===== config.mk =====
export PLATFORM = sky130hd
export DESIGN_NAME = insn_sequencer
export DESIGN_NICKNAME = d
export VERILOG_FILES = /design/src/rtl/insn_sequencer_pkg.sv /design/src/rtl/insn_sequencer_perf_cnt.sv /design/src/rtl/insn_sequencer.sv
export SDC_FILE = /design/constraint.sdc
export NUM_CORES = 1
export LEC_CHECK = 0
export ABC_AREA = 1
export BUFFER_PORTS_ARGS = -buffer_cell sky130_fd_sc_hd__buf_2
export CORE_MARGIN = 5
export CORE_UTILIZATION = 37
export DETAILED_ROUTE_END_ITERATION = 12
export PLACE_DENSITY = 0.81
export SKIP_LAST_GASP = 1
export SLEW_MARGIN = 30
export SYNTH_ARGS = -nofsm -noshare
export SYNTH_HDL_FRONTEND = slang
export SYNTH_SLANG_ARGS = --single-unit

===== constraint.sdc =====
create_clock -name clk -period 1.1 [get_ports clk]
set_input_delay 0 -clock clk [delete_from_list [all_inputs] [get_ports clk]]
set_output_delay 0 -clock clk [all_outputs]
set_load 0.01 [all_outputs]

===== src/rtl/insn_sequencer_pkg.sv =====
// Shared constants for the multi-cycle core: opcodes, ALU ops, writeback selects,
// and the instruction sequencer state encoding plus decoded-control bundle.
package insn_sequencer_pkg;

  localparam logic [6:0] OPC_RTYPE  = 7'b0110011;
  localparam logic [6:0] OPC_ITYPE  = 7'b0010011;
  localparam logic [6:0] OPC_LOAD   = 7'b0000011;
  localparam logic [6:0] OPC_STORE  = 7'b0100011;
  localparam logic [6:0] OPC_BRANCH = 7'b1100011;

  typedef enum logic [3:0] {
    ALU_ADD  = 4'd0,
    ALU_SUB  = 4'd1,
    ALU_AND  = 4'd2,
    ALU_OR   = 4'd3,
    ALU_XOR  = 4'd4,
    ALU_SLL  = 4'd5,
    ALU_SRL  = 4'd6,
    ALU_SRA  = 4'd7,
    ALU_SLT  = 4'd8,
    ALU_SLTU = 4'd9
  } alu_op_e;

  typedef enum logic [1:0] {
    WB_ALU = 2'd0,
    WB_MEM = 2'd1,
    WB_PC4 = 2'd2
  } wb_sel_e;

  typedef enum logic [2:0] {
    ST_FETCH     = 3'd0,
    ST_DECODE    = 3'd1,
    ST_EXECUTE   = 3'd2,
    ST_MEMORY    = 3'd3,
    ST_WRITEBACK = 3'd4
  } seq_state_e;

  typedef struct packed {
    logic regwren;
    logic memren;
    logic memwren;
  } seq_ctl_t;

  localparam seq_ctl_t SEQ_CTL_NONE = '{regwren: 1'b0, memren: 1'b0, memwren: 1'b0};

  // A simultaneous read and write of data memory has no defined meaning.
  function automatic logic ctl_illegal(input seq_ctl_t c);
    return c.memren & c.memwren;
  endfunction

  function automatic logic ctl_is_mem(input seq_ctl_t c);
    return c.memren | c.memwren;
  endfunction

endpackage


===== src/rtl/insn_sequencer_perf_cnt.sv =====
// Performance counters for the sequencer: free-running cycle count and retired
// instruction count, both wrapping modulo 2^DWIDTH.
module seq_perf_cnt #(
  parameter int DWIDTH = 32
) (
  input  logic              clk,
  input  logic              reset,
  input  logic              retire_i,
  output logic [DWIDTH-1:0] cycle_cnt_o,
  output logic [DWIDTH-1:0] retire_cnt_o
);

  localparam logic [DWIDTH-1:0] CNT_ONE  = {{(DWIDTH-1){1'b0}}, 1'b1};
  localparam logic [DWIDTH-1:0] CNT_ZERO = {DWIDTH{1'b0}};

  logic [DWIDTH-1:0] cycle_cnt_q;
  logic [DWIDTH-1:0] cycle_cnt_d;
  logic [DWIDTH-1:0] retire_cnt_q;
  logic [DWIDTH-1:0] retire_cnt_d;

  // Next counter values
  always_comb begin
    cycle_cnt_d = cycle_cnt_q + CNT_ONE;
    if (retire_i) begin
      retire_cnt_d = retire_cnt_q + CNT_ONE;
    end else begin
      retire_cnt_d = retire_cnt_q;
    end
  end

  // Counter registers
  always_ff @(posedge clk) begin
    if (reset) begin
      cycle_cnt_q  <= CNT_ZERO;
      retire_cnt_q <= CNT_ZERO;
    end else begin
      cycle_cnt_q  <= cycle_cnt_d;
      retire_cnt_q <= retire_cnt_d;
    end
  end

  assign cycle_cnt_o  = cycle_cnt_q;
  assign retire_cnt_o = retire_cnt_q;

endmodule


===== src/rtl/insn_sequencer.sv =====
// Multi-cycle instruction sequencer FSM (FETCH/DECODE/EXECUTE/MEMORY/WRITEBACK).
// Define SEQ_PERF_CNT_EN to build in the cycle/retire performance counters.
module insn_sequencer
  import insn_sequencer_pkg::*;
#(
  parameter int DWIDTH = 32
) (
  input  logic              clk,
  input  logic              reset,
  input  logic              imem_ready_i,
  input  logic              dmem_ready_i,
  input  logic              regwren_i,
  input  logic              memren_i,
  input  logic              memwren_i,
  output logic              imem_req_o,
  output logic              ir_we_o,
  output logic              dmem_req_o,
  output logic              dmem_we_o,
  output logic              rf_we_o,
  output logic              pc_we_o,
  output logic              illegal_o,
  output logic [2:0]        state_o,
  output logic [DWIDTH-1:0] cycle_cnt_o,
  output logic [DWIDTH-1:0] retire_cnt_o
);

  seq_state_e state_q;
  seq_state_e state_d;
  seq_ctl_t   ctl_q;
  seq_ctl_t   ctl_d;

  // State and latched decode control
  always_ff @(posedge clk) begin
    if (reset) begin
      state_q <= ST_FETCH;
      ctl_q   <= SEQ_CTL_NONE;
    end else begin
      state_q <= state_d;
      ctl_q   <= ctl_d;
    end
  end

  // Next-state logic; control is sampled only at the end of DECODE
  always_comb begin
    state_d = ST_FETCH;
    ctl_d   = ctl_q;
    case (state_q)
      ST_FETCH: begin
        if (imem_ready_i) begin
          state_d = ST_DECODE;
        end else begin
          state_d = ST_FETCH;
        end
      end
      ST_DECODE: begin
        state_d = ST_EXECUTE;
        ctl_d   = '{regwren: regwren_i, memren: memren_i, memwren: memwren_i};
      end
      ST_EXECUTE: begin
        if (ctl_illegal(ctl_q)) begin
          state_d = ST_FETCH;
        end else if (ctl_is_mem(ctl_q)) begin
          state_d = ST_MEMORY;
        end else if (ctl_q.regwren) begin
          state_d = ST_WRITEBACK;
        end else begin
          state_d = ST_FETCH;
        end
      end
      ST_MEMORY: begin
        if (!dmem_ready_i) begin
          state_d = ST_MEMORY;
        end else if (ctl_q.memwren) begin
          state_d = ST_FETCH;
        end else begin
          state_d = ST_WRITEBACK;
        end
      end
      ST_WRITEBACK: begin
        state_d = ST_FETCH;
      end
      default: begin
        state_d = ST_FETCH;
      end
    endcase
  end

  // Output decode; everything is held low during a reset cycle
  always_comb begin
    imem_req_o = 1'b0;
    ir_we_o    = 1'b0;
    dmem_req_o = 1'b0;
    dmem_we_o  = 1'b0;
    rf_we_o    = 1'b0;
    pc_we_o    = 1'b0;
    illegal_o  = 1'b0;
    if (reset) begin
      imem_req_o = 1'b0;
    end else begin
      case (state_q)
        ST_FETCH: begin
          imem_req_o = 1'b1;
          ir_we_o    = imem_ready_i;
        end
        ST_DECODE: begin
          ir_we_o = 1'b0;
        end
        ST_EXECUTE: begin
          illegal_o = ctl_illegal(ctl_q);
          pc_we_o   = ctl_illegal(ctl_q) | (~ctl_is_mem(ctl_q) & ~ctl_q.regwren);
        end
        ST_MEMORY: begin
          dmem_req_o = 1'b1;
          dmem_we_o  = ctl_q.memwren;
          pc_we_o    = dmem_ready_i & ctl_q.memwren;
        end
        ST_WRITEBACK: begin
          rf_we_o = ctl_q.regwren;
          pc_we_o = 1'b1;
        end
        default: begin
          pc_we_o = 1'b0;
        end
      endcase
    end
  end

  assign state_o = state_q;

`ifdef SEQ_PERF_CNT_EN
  seq_perf_cnt #(
    .DWIDTH(DWIDTH)
  ) u_perf_cnt (
    .clk         (clk),
    .reset       (reset),
    .retire_i    (pc_we_o),
    .cycle_cnt_o (cycle_cnt_o),
    .retire_cnt_o(retire_cnt_o)
  );
`else
  assign cycle_cnt_o  = {DWIDTH{1'b0}};
  assign retire_cnt_o = {DWIDTH{1'b0}};
`endif

endmodule

== Word-level counts from Yosys, hierarchy flattened ==
Index checks and enable logic that the tools add are counted.

* Flip-flop bits (word level): 6

* Reduce and logical (&&, ||, !) cells: 1
* Bitwise gates (word level): 7
* Equality and inequality tests: 4
* Muxes and demuxes: 21

{| class="wikitable"
|+ Operator list
! kind !! number
|-
| 2-to-1 mux 3 bit || 5
|-
| 2-to-1 mux 1 bit || 14
|-
| case mux 3 bit (4 select lines) || 1
|-
| equality test 3 x 2 -> 1 bit, second input constant || 2
|-
| bitwise AND 1 bit || 3
|-
| equality test 3 x 1 -> 1 bit, second input constant || 1
|-
| equality test 3 bit, second input constant || 1
|-
| zero test 3 bit || 1
|-
| case mux 1 bit (3 select lines) || 1
|-
| NOT 1 bit || 2
|-
| bitwise OR 1 bit || 2
|}

== Longest topological paths before layout ==
Gate-level depths: netlist of run 1.

* Word-level depth: 6
* Mapped depth: 6
* Gate-level depth less buffers: 6

== Worst setup path after synthesis of run 1 ==
No wires, ideal clock.

* Path type: flip-flop to flip-flop
* Start: reg ctl_q[0] in the netlist's numbering
* End: reg state_q[0], in the netlist state_o[0]
* Data required time: 0.986 ns
* Stages on the path, launching flop included: 7
* Path slack: 0.081 ns
* Clock period less this slack: 1.019 ns
* Library setup time: 0.114 ns
* Arrival time: 0.905 ns
* Path buffers: 0
* Path through: dfxtp_1 -> inv_1 -> ha_1 -> nand3_1 -> nand2_1 -> nand2_1 -> nand2_1

* Cells in the longest elaborated chain, start to end: 4
* Elaborated cells on any way between the ends: 5

{| class="wikitable"
|+ Ends and longest elaborated chain
! what !! line !! source
|-
| start, declared || insn_sequencer.sv:29 || <nowiki>seq_ctl_t ctl_q;</nowiki>
|-
| start signal, assigned || insn_sequencer.sv:39 || <nowiki>ctl_q <= ctl_d;</nowiki>
|-
| bitwise OR 1 bit || insn_sequencer_pkg.sv:52 || <nowiki>return c.memren | c.memwren;</nowiki>
|-
| 2-to-1 mux 3 bit || insn_sequencer.sv:62 || <nowiki>end else if (ctl_is_mem(ctl_q)) begin</nowiki>
|-
| 2-to-1 mux 3 bit (*) || insn_sequencer.sv:60 || <nowiki>if (ctl_illegal(ctl_q)) begin</nowiki>
|-
| case mux 3 bit (4 select lines) (*) || insn_sequencer.sv:47 || <nowiki>case (state_q)</nowiki>
|-
| end signal, assigned || insn_sequencer.sv:38 || <nowiki>state_q <= state_d;</nowiki>
|-
| end, declared || insn_sequencer.sv:27 || <nowiki>seq_state_e state_q;</nowiki>
|}

Mark *: on every way between the ends. The rest lies on a longest branch, timed or not.
A chain may end at the register's enable or synchronous reset.

== Worst setup path in the final report of run 1 ==
* Start: reg ctl_q[0] in the netlist's numbering
* End: out pc_we_o

* Cells in the longest elaborated chain, start to end: 6
* Elaborated cells on any way between the ends: 8

{| class="wikitable"
|+ Ends and longest elaborated chain
! what !! line !! source
|-
| bitwise OR 1 bit || insn_sequencer_pkg.sv:52 ||
|-
| NOT 1 bit || insn_sequencer.sv:110 || <nowiki>pc_we_o = ctl_illegal(ctl_q) | (~ctl_is_mem(ctl_q) & ~ctl_q.regwren);</nowiki>
|-
| bitwise AND 1 bit || insn_sequencer.sv:110 ||
|-
| bitwise OR 1 bit || insn_sequencer.sv:110 ||
|-
| case mux 1 bit (3 select lines) (*) || insn_sequencer.sv:100 || <nowiki>case (state_q)</nowiki>
|-
| 2-to-1 mux 1 bit (*) || insn_sequencer.sv:97 || <nowiki>if (reset) begin</nowiki>
|-
| end, declared || insn_sequencer.sv:20 || <nowiki>output logic pc_we_o,</nowiki>
|}

Marked as above.

==> flow_summary.json, run 1 <==
{
  "die-width_um": 58.5,
  "synth_top_area_share_pct": 55.3,
  "fmax_mhz": 840,
  "cts_buffer_depth": 2,
  "crit_buf_inv": 2,
  "final.setup.tns_ps": -126,
  "finalClockSkew_ps": 3.89,
  "layout_setup_ws_ps": -89.9,
  "crit_cells": 7,
  "crit_family": "flip-flops",
  "root_buffer": "clkbuf_4",
  "clock_latency_ps": 250,
  "ys_seq_area_share_pct": 13.8,
  "die_y_um": 58.5,
  "synth_area_leaders": "buf_4 (55%), dfxtp_1 (14%), nand2_1 (5.6%), nor2_1 (4.3%), inv_1 (3.5%)",
  "antenna_found_initial": 0,
  "ys_ff_latch": 6,
  "p_per_area_nw_per_um2": 880,
  "grt-ovfl-total": 0,
  "tritoncts": "yes",
  "htree_levels": 1,
  "cts.sinks": 6,
  "vias_per_cell": 3.39,
  "drive_above_1_share_pct": 26.9,
  "synth_enable_flop_cells": 0,
  "hold_ws_ps": 20.5,
  "ant_nets": 0,
  "routedWlPerCell_um": 8.68,
  "area_growth_pct": -5.04,
  "leakagePower_nw": 0.501,
  "outcome": "complete, but fails checks",
  "synth_area_um2": 870,
  "synth.distinct_cells": 19,
  "synthFlopType": "dfxtp_1",
  "final_nets": 156,
  "r2r.worst_path.cells": 6,
  "ios": 81,
  "worst_hold_path.num_cells": 3,
  "synthCells": 125,
  "drv_cap": 0,
  "core_area_um2": 2230,
  "power_w": 0.000727,
  "synth.most_common_cell": "buf_4",
  "die_area_um2": 3420,
  "critPathMaxStageDelay_ps": 340,
  "grt_pass1_vias": 440,
  "cp.arrival_ps": 1190,
  "ir_drop_mv": 0.341,
  "core.rowCount": 17,
  "finalCritPeriodShare_pct": 108,
  "grt_setup_unrepaired": "yes",
  "drt_wl_total_mm": 1.50,
  "ys_warn_count": 0,
  "setup_viol": 2,
  "synth_largest_area_cell": "buf_4",
  "hold_class": "input pin to register",
  "cp_common_cell": "nor2_1",
  "insertedDiodeCount": 0,
  "start_kind": "register",
  "violations": "setup timing",
  "worstPathMaxFanout": 3,
  "async_reset_ff_share_pct": 0,
  "grt_start_max_net_pins": 9,
  "period_minus_slack_ps": 1190,
  "clkTransAtPathRegs_ps": 40,
  "pre_cts_ws_ps": 28.4,
  "synthTopCellsByCount": "buf_4 (64), nand2_1 (13), nor2_1 (10), inv_1 (8), dfxtp_1 (6)",
  "drcViolationCount": 0,
  "path_cells": "inv_2 -> ha_4 -> a21oi_2 -> nor2_1 -> nor2_1 -> nor2_1 -> buf_2",
  "required_ps": 1100,
  "gp_congestion": 0.803,
  "finalMaxSlewViolations": 0,
  "numCtsBuffers": 3,
  "grt_pass1_wl_mm": 1.88,
  "dp_hpwl_mm": 1.30,
  "finalHoldViolations": 0,
  "critPathSlowestCell": "dfxtp_2",
  "grtUsageTotal_pct": 7.60,
  "endpoint_kind": "output port",
  "final_util_pct": 37.0,
  "initial_core_util_pct": 38.9,
  "syn_area_per_cell_um2": 6.96,
  "first_pass_iters": 4,
  "crit_type": "register to output port",
  "io_buffers": 16,
  "drtIter0Drc": 8,
  "dr_total_vias": 586
}
==> tightest hold or removal path: stages <==
cell and delay (ps):
buf_2 80, o21ai_1 60, a21oi_1 100
==> layout by cell type (no fill, tap or decap) <==
master,n
a21oi_1,4
a21oi_2,1
buf_2,16
buf_4,2
clkbuf_4,3
conb_1,64
dfxtp_1,1
dfxtp_2,3
dfxtp_4,2
dlygate4sd3_1,1
ha_2,1
ha_4,1
inv_1,6
inv_2,3
inv_4,1
nand2_1,13
nand2_2,1
nand3_1,3
nand3_2,1
nand3b_1,1
nand4_1,1
nor2_1,8
nor2_2,1
nor2_4,2
nor3_1,1
nor3_2,1
o21ai_1,3
==> metal layers <==
| metal | vias to the layer above | wire length, um | track usage, % |
|---|---|---|---|
| met2 | 45 | 711 | 10.5 |
| met3 | 5 | 234 | 2.85 |
| li1 | 295 | - | - |
| met5 | - | 0 | 0 |
| met4 | 0 | 38 | 6.95 |
| met1 | 241 | 517 | 8.91 |
==> sequential cells by signal, indices dropped and copies added (netlist names) <==
| name | flops |
|---|---|
| state_o | 3 |
| ctl_q | 3 |
==> power breakdown <==
part	internal (W)	total (W)	switching, W	leakage, nW
Sequential	0.000239	0.000261	0.0000219	0.0518
Combinational	0.0000754	0.000266	0.000191	0.435
Clock	0.000123	0.000200	0.0000766	0.0138
==> cell type report <==
type,instances,area (um^2)
flip-flops and latches,6,131
fillers,256,1410
well taps,28,35.0
repair buffers,19,105
inverters,10,40.0
clock buffers,3,22.5
multi-input cells,107,492
==> through the flow <==
stage	area, um^2	instances
2_1_floorplan	1110	188
3_3_place_gp	743	168
3_5_place_dp	743	168
4_1_cts	811	173
5_1_grt	826	173
6_report	826	173
==> what timing repair did <==
item	CTS	global route
hold buffers	1	0
gates resized for setup	12	5
pin swaps	5	3
setup buffers	1	0
hold endpoints to repair	1	0
endpoints found under the setup margin	7	7
==> cell families (layout without fill, tap and decap cells) <==
| kind of cell | after synthesis | count (layout) | synth area share, % |
|---|---|---|---|
| compound gates | 8 | 8 | 4.60 |
| fa+ha+maj | 2 | 2 | 2.88 |
| buf+inv | 75 | 32 | 60.1 |
| flops | 6 | 6 | 13.8 |
| other cells | 1 | 64 | 0.431 |
| simple gates | 33 | 33 | 18.1 |
==> final timing paths <==
kind	start	to	slack, ps
worst max-delay path	ctl_q[0]	pc_we_o	-90
worst min-delay path	regwren_i	ctl_q[2]	20
worst max register to register	state_o[0]	state_o[1]	100
worst min register to register	ctl_q[1]	ctl_q[1]	500
Note: power is estimated with default switching activity, not from simulation.
==> run 2, diff against run 1 <==
--- a/config.mk
+++ b/config.mk
@@ -16,3 +16,4 @@
 export SYNTH_ARGS = -nofsm -noshare
 export SYNTH_HDL_FRONTEND = slang
 export SYNTH_SLANG_ARGS = --single-unit
+export TNS_END_PERCENT = 10
==> run 2 against run 1 <==
  * The flow still finishes with violations (setup timing)
  * Largest cell class unchanged
  * Die area did not move
  * Fmax hardly changed
  * Total power decreased by 1.6%
  * Final cell count shrank 0.58%
  * Wire length shrank 1.7%
  * Sequential share of layout area hardly changed
  * Critical path depth did not move
  * Register-to-register slack barely moved
  * Critical path type unchanged
  * Clock power is essentially flat
  * Setup slack about the same
  * Via count shrank 1.7%
==> flow_summary.json, run 2 (synthesized netlist as in run 1, its figures left out) <==
{
  "outcome": "complete, but fails checks",
  "violations": "setup timing",
  "final_common_cell": "conb_1",
  "hold_ws_ps": 21.1,
  "vias_per_cell": 3.35,
  "final_util_pct": 36.2,
  "min_to": "ctl_q[2]",
  "leakagePower_nw": 0.493,
  "finalCritPeriodShare_pct": 108,
  "timing.rr.end": "state_o[1]",
  "period_minus_slack_ps": 1190,
  "grtUsageTotal_pct": 7.55,
  "setup_viol": 3,
  "dp_hpwl_mm": 1.30,
  "drcViolationCount": 0,
  "rrSetupSlack_ps": 110,
  "core_area_um2": 2230,
  "crit_type": "register to output port",
  "core.rowCount": 17,
  "htree_levels": 1,
  "finalMaxSlewViolations": 0,
  "reg2reg_from": "ctl_q[1]",
  "design_area_um2": 808,
  "min-delay-start": "regwren_i",
  "insertedDiodeCount": 0,
  "gp_congestion": 0.803,
  "ios": 81,
  "first_pass_iters": 4,
  "cts_buffer_depth": 2,
  "cts_setup_buffers": 0,
  "finalHoldViolations": 0,
  "power_switching_w": 0.000284,
  "grt_pass1_wl_mm": 1.88,
  "cts.sinks": 6,
  "die-width_um": 58.5,
  "required_ps": 1100,
  "ant_nets": 0,
  "clkTransAtPathRegs_ps": 40,
  "antenna_found_initial": 0,
  "ir_drop_mv": 0.341,
  "tritoncts": "yes",
  "root_buffer": "clkbuf_4",
  "finalClockSkew_ps": 3.62,
  "setup.worst_path.start": "ctl_q[0]",
  "post-place-cells": 168,
  "cp.arrival_ps": 1190,
  "grt_setup_unrepaired": "yes",
  "comb_power_share_pct": 35.8,
  "drv_cap": 0,
  "io_buffers": 16,
  "drtIter0Drc": 7,
  "pwr-share-clk_pct": 27.9,
  "worstPathMaxFanout": 3,
  "die_area_um2": 3420,
  "pre_cts_ws_ps": 28.4,
  "routedWlPerCell_um": 8.58,
  "final_nets": 155,
  "seqPwrFrac_pct": 36.3,
  "fmax_mhz": 840,
  "initial_core_util_pct": 38.9,
  "start_kind": "register",
  "final_cell_mix": "conb_1 (64), buf_2 (16), nand2_1 (13)",
  "grt-ovfl-total": 0,
  "p_int_w": 0.000431,
  "swShare_pct": 39.8,
  "r2r.worst_path.cells": 6,
  "p_per_area_nw_per_um2": 885,
  "dr_total_vias": 576,
  "die_y_um": 58.5,
  "hold_class": "input pin to register",
  "area_growth_pct": -7.05,
  "grt_start_max_net_pins": 9,
  "clock_latency_ps": 250,
  "place_area_um2": 743,
  "instances_no_fill": 172,
  "numCtsBuffers": 3,
  "grt_pass1_vias": 439,
  "drive_above_1_share_pct": 25.7,
  "layout_setup_ws_ps": -90.0,
  "worst_hold_path.num_cells": 3,
  "endpoint_kind": "output port",
  "drt_wl_total_mm": 1.48
}
==> run 2: per-layer routing <==
metal  track usage, %  wire (um)  part of all wire, %
met1             8.91        519                   35
met2             10.4        683                   46
met3             2.85        234                   16
met4             6.95         38                  2.6
met5                0          0                    0
==> run 2: power groups by stage <==
stage / sequential, W / combinational, W / clock [W]
finish: 0.000260 / 0.000256 / 0.000200
global placement: 0.000258 / 0.000230 / 0
floorplan: 0.000259 / 0.000349 / 0
global route: 0.000262 / 0.000291 / 0.000233
CTS: 0.000260 / 0.000249 / 0.000208
detailed placement: 0.000259 / 0.000230 / 0
==> run 2: critical path, stage by stage (launching register included) <==
cell and delay (ps):
dfxtp_2 340, inv_2 50, ha_4 150, a21oi_2 100, nor2_1 40, nor2_1 80
nor2_1 40, buf_2 140
==> run 2: per-stage QoR <==
step / total power (W) / setup TNS (ps)
final: 0.000715 / -142
after global routing: 0.000785 / -735
after CTS: 0.000716 / -240
after detailed placement: 0.000489 / 0
after global placement: 0.000489 / 0
after floorplan: 0.000608 / 0
==> run 2: timing repair <==
action                                  in CTS  in global routing
hold buffers                                 1                  0
pin swaps                                    3                  0
endpoints found under the setup margin       7                  7
resized for setup                           12                  2
endpoints found under the hold margin        1                  0
==> run 2: cell type report <==
class / instances / area (um^2)
multi-input cells: 107 / 484
inverters: 10 / 40.0
well taps: 28 / 35.0
flip-flops and latches: 6 / 129
repair buffers: 18 / 97.6
fillers: 255 / 1430
clock buffers: 3 / 22.5
==> run 2: worst max-delay path by stage <==
stage / end / slack, ps / depth (start not counted)
detailed placement: state_o[1] / 30 / 6
finish: pc_we_o / -90 / 7
global placement: state_o[1] / 60 / 6
floorplan: state_o[0] / 80 / 6
CTS: pc_we_o / -100 / 7
global route: pc_we_o / -190 / 7
==> run 3, diff against run 2 <==
--- a/config.mk
+++ b/config.mk
@@ -5,15 +5,16 @@
 export SDC_FILE = /design/constraint.sdc
 export NUM_CORES = 1
 export LEC_CHECK = 0
-export ABC_AREA = 1
 export BUFFER_PORTS_ARGS = -buffer_cell sky130_fd_sc_hd__buf_2
 export CORE_MARGIN = 5
 export CORE_UTILIZATION = 37
 export DETAILED_ROUTE_END_ITERATION = 12
-export PLACE_DENSITY = 0.81
+export HOLD_SLACK_MARGIN = 0.12
+export PLACE_DENSITY = 0.8
 export SKIP_LAST_GASP = 1
 export SLEW_MARGIN = 30
 export SYNTH_ARGS = -nofsm -noshare
 export SYNTH_HDL_FRONTEND = slang
+export SYNTH_HIERARCHICAL = 1
 export SYNTH_SLANG_ARGS = --single-unit
 export TNS_END_PERCENT = 10
==> run 3 against run 2 <==
  * The flow still finishes with violations (setup timing)
  * Clock power grew 5%
  * Sequential share of layout area decreased by 2.3 points
  * Combinational power about the same
  * Area after synthesis rose by 1.2%
  * Final cell count decreased by 1.2%
  * Worst hold slack improved by 36 ps
  * Non-clock buffer count grew 14
  * Via count grew 3.8%
  * Sequential power shrank 6%
==> flow_summary.json, run 3 <==
{
  "multi_input_area_um2": 519,
  "synthFlopType": "dfxtp_1",
  "htree_levels": 1,
  "synth_area_leaders": "buf_4 (55%), dfxtp_1 (14%), mux2i_1 (3.4%), ha_1 (2.8%), nor2_1 (2.1%)",
  "finalHoldViolations": 0,
  "crit_cells": 4,
  "outcome": "complete, but fails checks",
  "dr_total_vias": 598,
  "final_nets": 153,
  "min-delay-start": "reset",
  "timing.rr.end": "ctl_q[0]",
  "gp_congestion": 0.784,
  "drt_wl_total_mm": 1.61,
  "insertedDiodeCount": 0,
  "synth_area_um2": 880,
  "antenna_found_initial": 0,
  "initial_core_util_pct": 39.4,
  "synth_enable_flop_cells": 0,
  "clkTransAtPathRegs_ps": 50,
  "endpoint_kind": "output port",
  "ys_warn_count": 6,
  "cts.sinks": 6,
  "setup.worst_path.start": "state_o[2]",
  "regArea_um2": 128,
  "final_util_pct": 41.7,
  "die_y_um": 58.8,
  "layout_setup_ws_ps": -169,
  "fmax_mhz": 788,
  "synth_largest_area_cell": "buf_4",
  "period_minus_slack_ps": 1270,
  "finalCritPeriodShare_pct": 115,
  "rrSetupSlack_ps": -50,
  "ir_drop_mv": 0.433,
  "leakagePower_nw": 0.525,
  "root_buffer": "clkbuf_4",
  "routedWlPerCell_um": 9.49,
  "synth.most_common_cell": "buf_4",
  "instances_no_fill": 170,
  "path_cells": "buf_6 -> nor4_4 -> and2_1 -> buf_2",
  "ys_ff_latch": 6,
  "violations": "setup timing",
  "cp.arrival_ps": 1270,
  "min_to": "state_o[0]",
  "required_ps": 1100,
  "seqPwrFrac_pct": 34.2,
  "reg2reg_from": "state_o[2]",
  "finalClockSkew_ps": 0.531,
  "hold_class": "input pin to register",
  "ios": 81,
  "design_area_um2": 932,
  "start_kind": "register",
  "comb_power_share_pct": 36.2,
  "syn_area_per_cell_um2": 7.92,
  "io_buffers": 16,
  "tritoncts": "yes",
  "cts_buffer_depth": 2,
  "swShare_pct": 38.4,
  "p_int_w": 0.000440,
  "pwr-share-clk_pct": 29.6,
  "grt_pass1_vias": 492,
  "post-place-cells": 159,
  "die-width_um": 58.8,
  "final_cell_mix": "conb_1 (64), buf_2 (16), buf_4 (10)",
  "setup_viol": 12,
  "r2r.worst_path.cells": 4,
  "die_area_um2": 3450,
  "numCtsBuffers": 3,
  "vias_per_cell": 3.52,
  "first_pass_iters": 4,
  "synthCells": 111,
  "ant_nets": 0,
  "grt-ovfl-total": 0,
  "fillerInstances": 242,
  "worst_hold_path.num_cells": 3,
  "crit_type": "register to output port",
  "dp_hpwl_mm": 1.36,
  "grt_pass1_wl_mm": 2.04,
  "synth_top_area_share_pct": 54.6,
  "critPathSlowestCell": "dfxtp_4",
  "synth.distinct_cells": 26,
  "critPathMaxStageDelay_ps": 360,
  "drv_cap": 0,
  "finalMaxSlewViolations": 0,
  "power_switching_w": 0.000274,
  "async_reset_ff_share_pct": 0,
  "grtUsageTotal_pct": 7.89,
  "place_area_um2": 791,
  "core_area_um2": 2230,
  "ys_seq_area_share_pct": 13.7,
  "grt_start_max_net_pins": 8,
  "crit_buf_inv": 2,
  "drive_above_1_share_pct": 29.6,
  "area_growth_pct": 5.97,
  "grt_setup_unrepaired": "yes",
  "drcViolationCount": 0,
  "synthTopCellsByCount": "buf_4 (64), dfxtp_1 (6), nor2_1 (5), nand2_1 (4)",
  "p_per_area_nw_per_um2": 766,
  "drtIter0Drc": 3,
  "clock_latency_ps": 250,
  "final_common_cell": "conb_1",
  "worstPathMaxFanout": 5,
  "crit_family": "simple AND/OR/NAND/NOR gates",
  "core.rowCount": 17,
  "ctsHoldBuffers": 5
}
## run 3: logic make-up (layout without fill, tap and decap cells)
kind of cell | after synthesis | count (layout) | synth area share (%)
buffers and inverters | 70 | 38 | 58.3
multiplexers | 3 | 3 | 3.41
AO/OA/AOI/OAI | 7 | 7 | 5.40
flip-flops | 6 | 6 | 13.7
AND/OR/NAND/NOR | 22 | 22 | 15.9
adder cells (fa/ha/maj) | 2 | 2 | 2.84
other | 1 | 64 | 0.426
## run 3: area by class of cell
type / instances / share of cell area (%)
clock buffers: 3 / 2.42
inverters: 3 / 1.21
multi-input cells: 98 / 55.7
flip-flops and latches: 6 / 13.7
well taps: 28 / 3.76
repair buffers: 32 / 23.2
## run 3: routing by layer
| metal | vias to the layer above | GRT usage (%) | share of wire, % |
|---|---|---|---|
| li1 | 289 | - | - |
| met1 | 255 | 9.10 | 32 |
| met2 | 47 | 12.0 | 50 |
| met3 | 7 | 2.19 | 14 |
| met4 | 0 | 6.47 | 3.7 |
| met5 | - | 0 | 0 |
## run 3: power by group through the flow
stage | registers, W | logic (W) | clock network [W]
final | 0.000244 | 0.000259 | 0.000211
after CTS | 0.000243 | 0.000247 | 0.000217
after global placement | 0.000247 | 0.000220 | 0
after floorplan | 0.000244 | 0.000342 | 0
after detailed placement | 0.000248 | 0.000221 | 0
after global routing | 0.000246 | 0.000286 | 0.000233
## run 3: worst max-delay path by stage
| stage | to |
|---|---|
| detailed placement | state_o[0] |
| floorplan | ir_we_o |
| CTS | ir_we_o |
| finish | ir_we_o |
| global placement | state_o[1] |
| global route | ir_we_o |
## run 3: tightest hold or removal path, delay by kind of cell
family                 cells  cell delay [ps]
buffers and inverters      1              110
AND/OR/NAND/NOR            1               40
AO/OA/AOI/OAI              1              110
## run 3: repair_timing
action                                  in CTS  in global routing
setup buffers                                1                  2
endpoints found under the hold margin        5                  2
resized for setup                           10                  2
endpoints found under the setup margin      11                 13
pin swaps                                    1                  2
## run 3: metrics by stage
stage / power [W] / setup WS [ps] / setup TNS (ps) / hold slack (ps)
after CTS: 0.000707 / -185 / -1110 / 58.1
after global placement: 0.000467 / -5.25 / -5.25 / 240
after floorplan: 0.000586 / -8.61 / -8.61 / 139
after global routing: 0.000765 / -243 / -2000 / 68.2
final: 0.000714 / -169 / -1110 / 57.4
after detailed placement: 0.000469 / -45.5 / -92.2 / 243
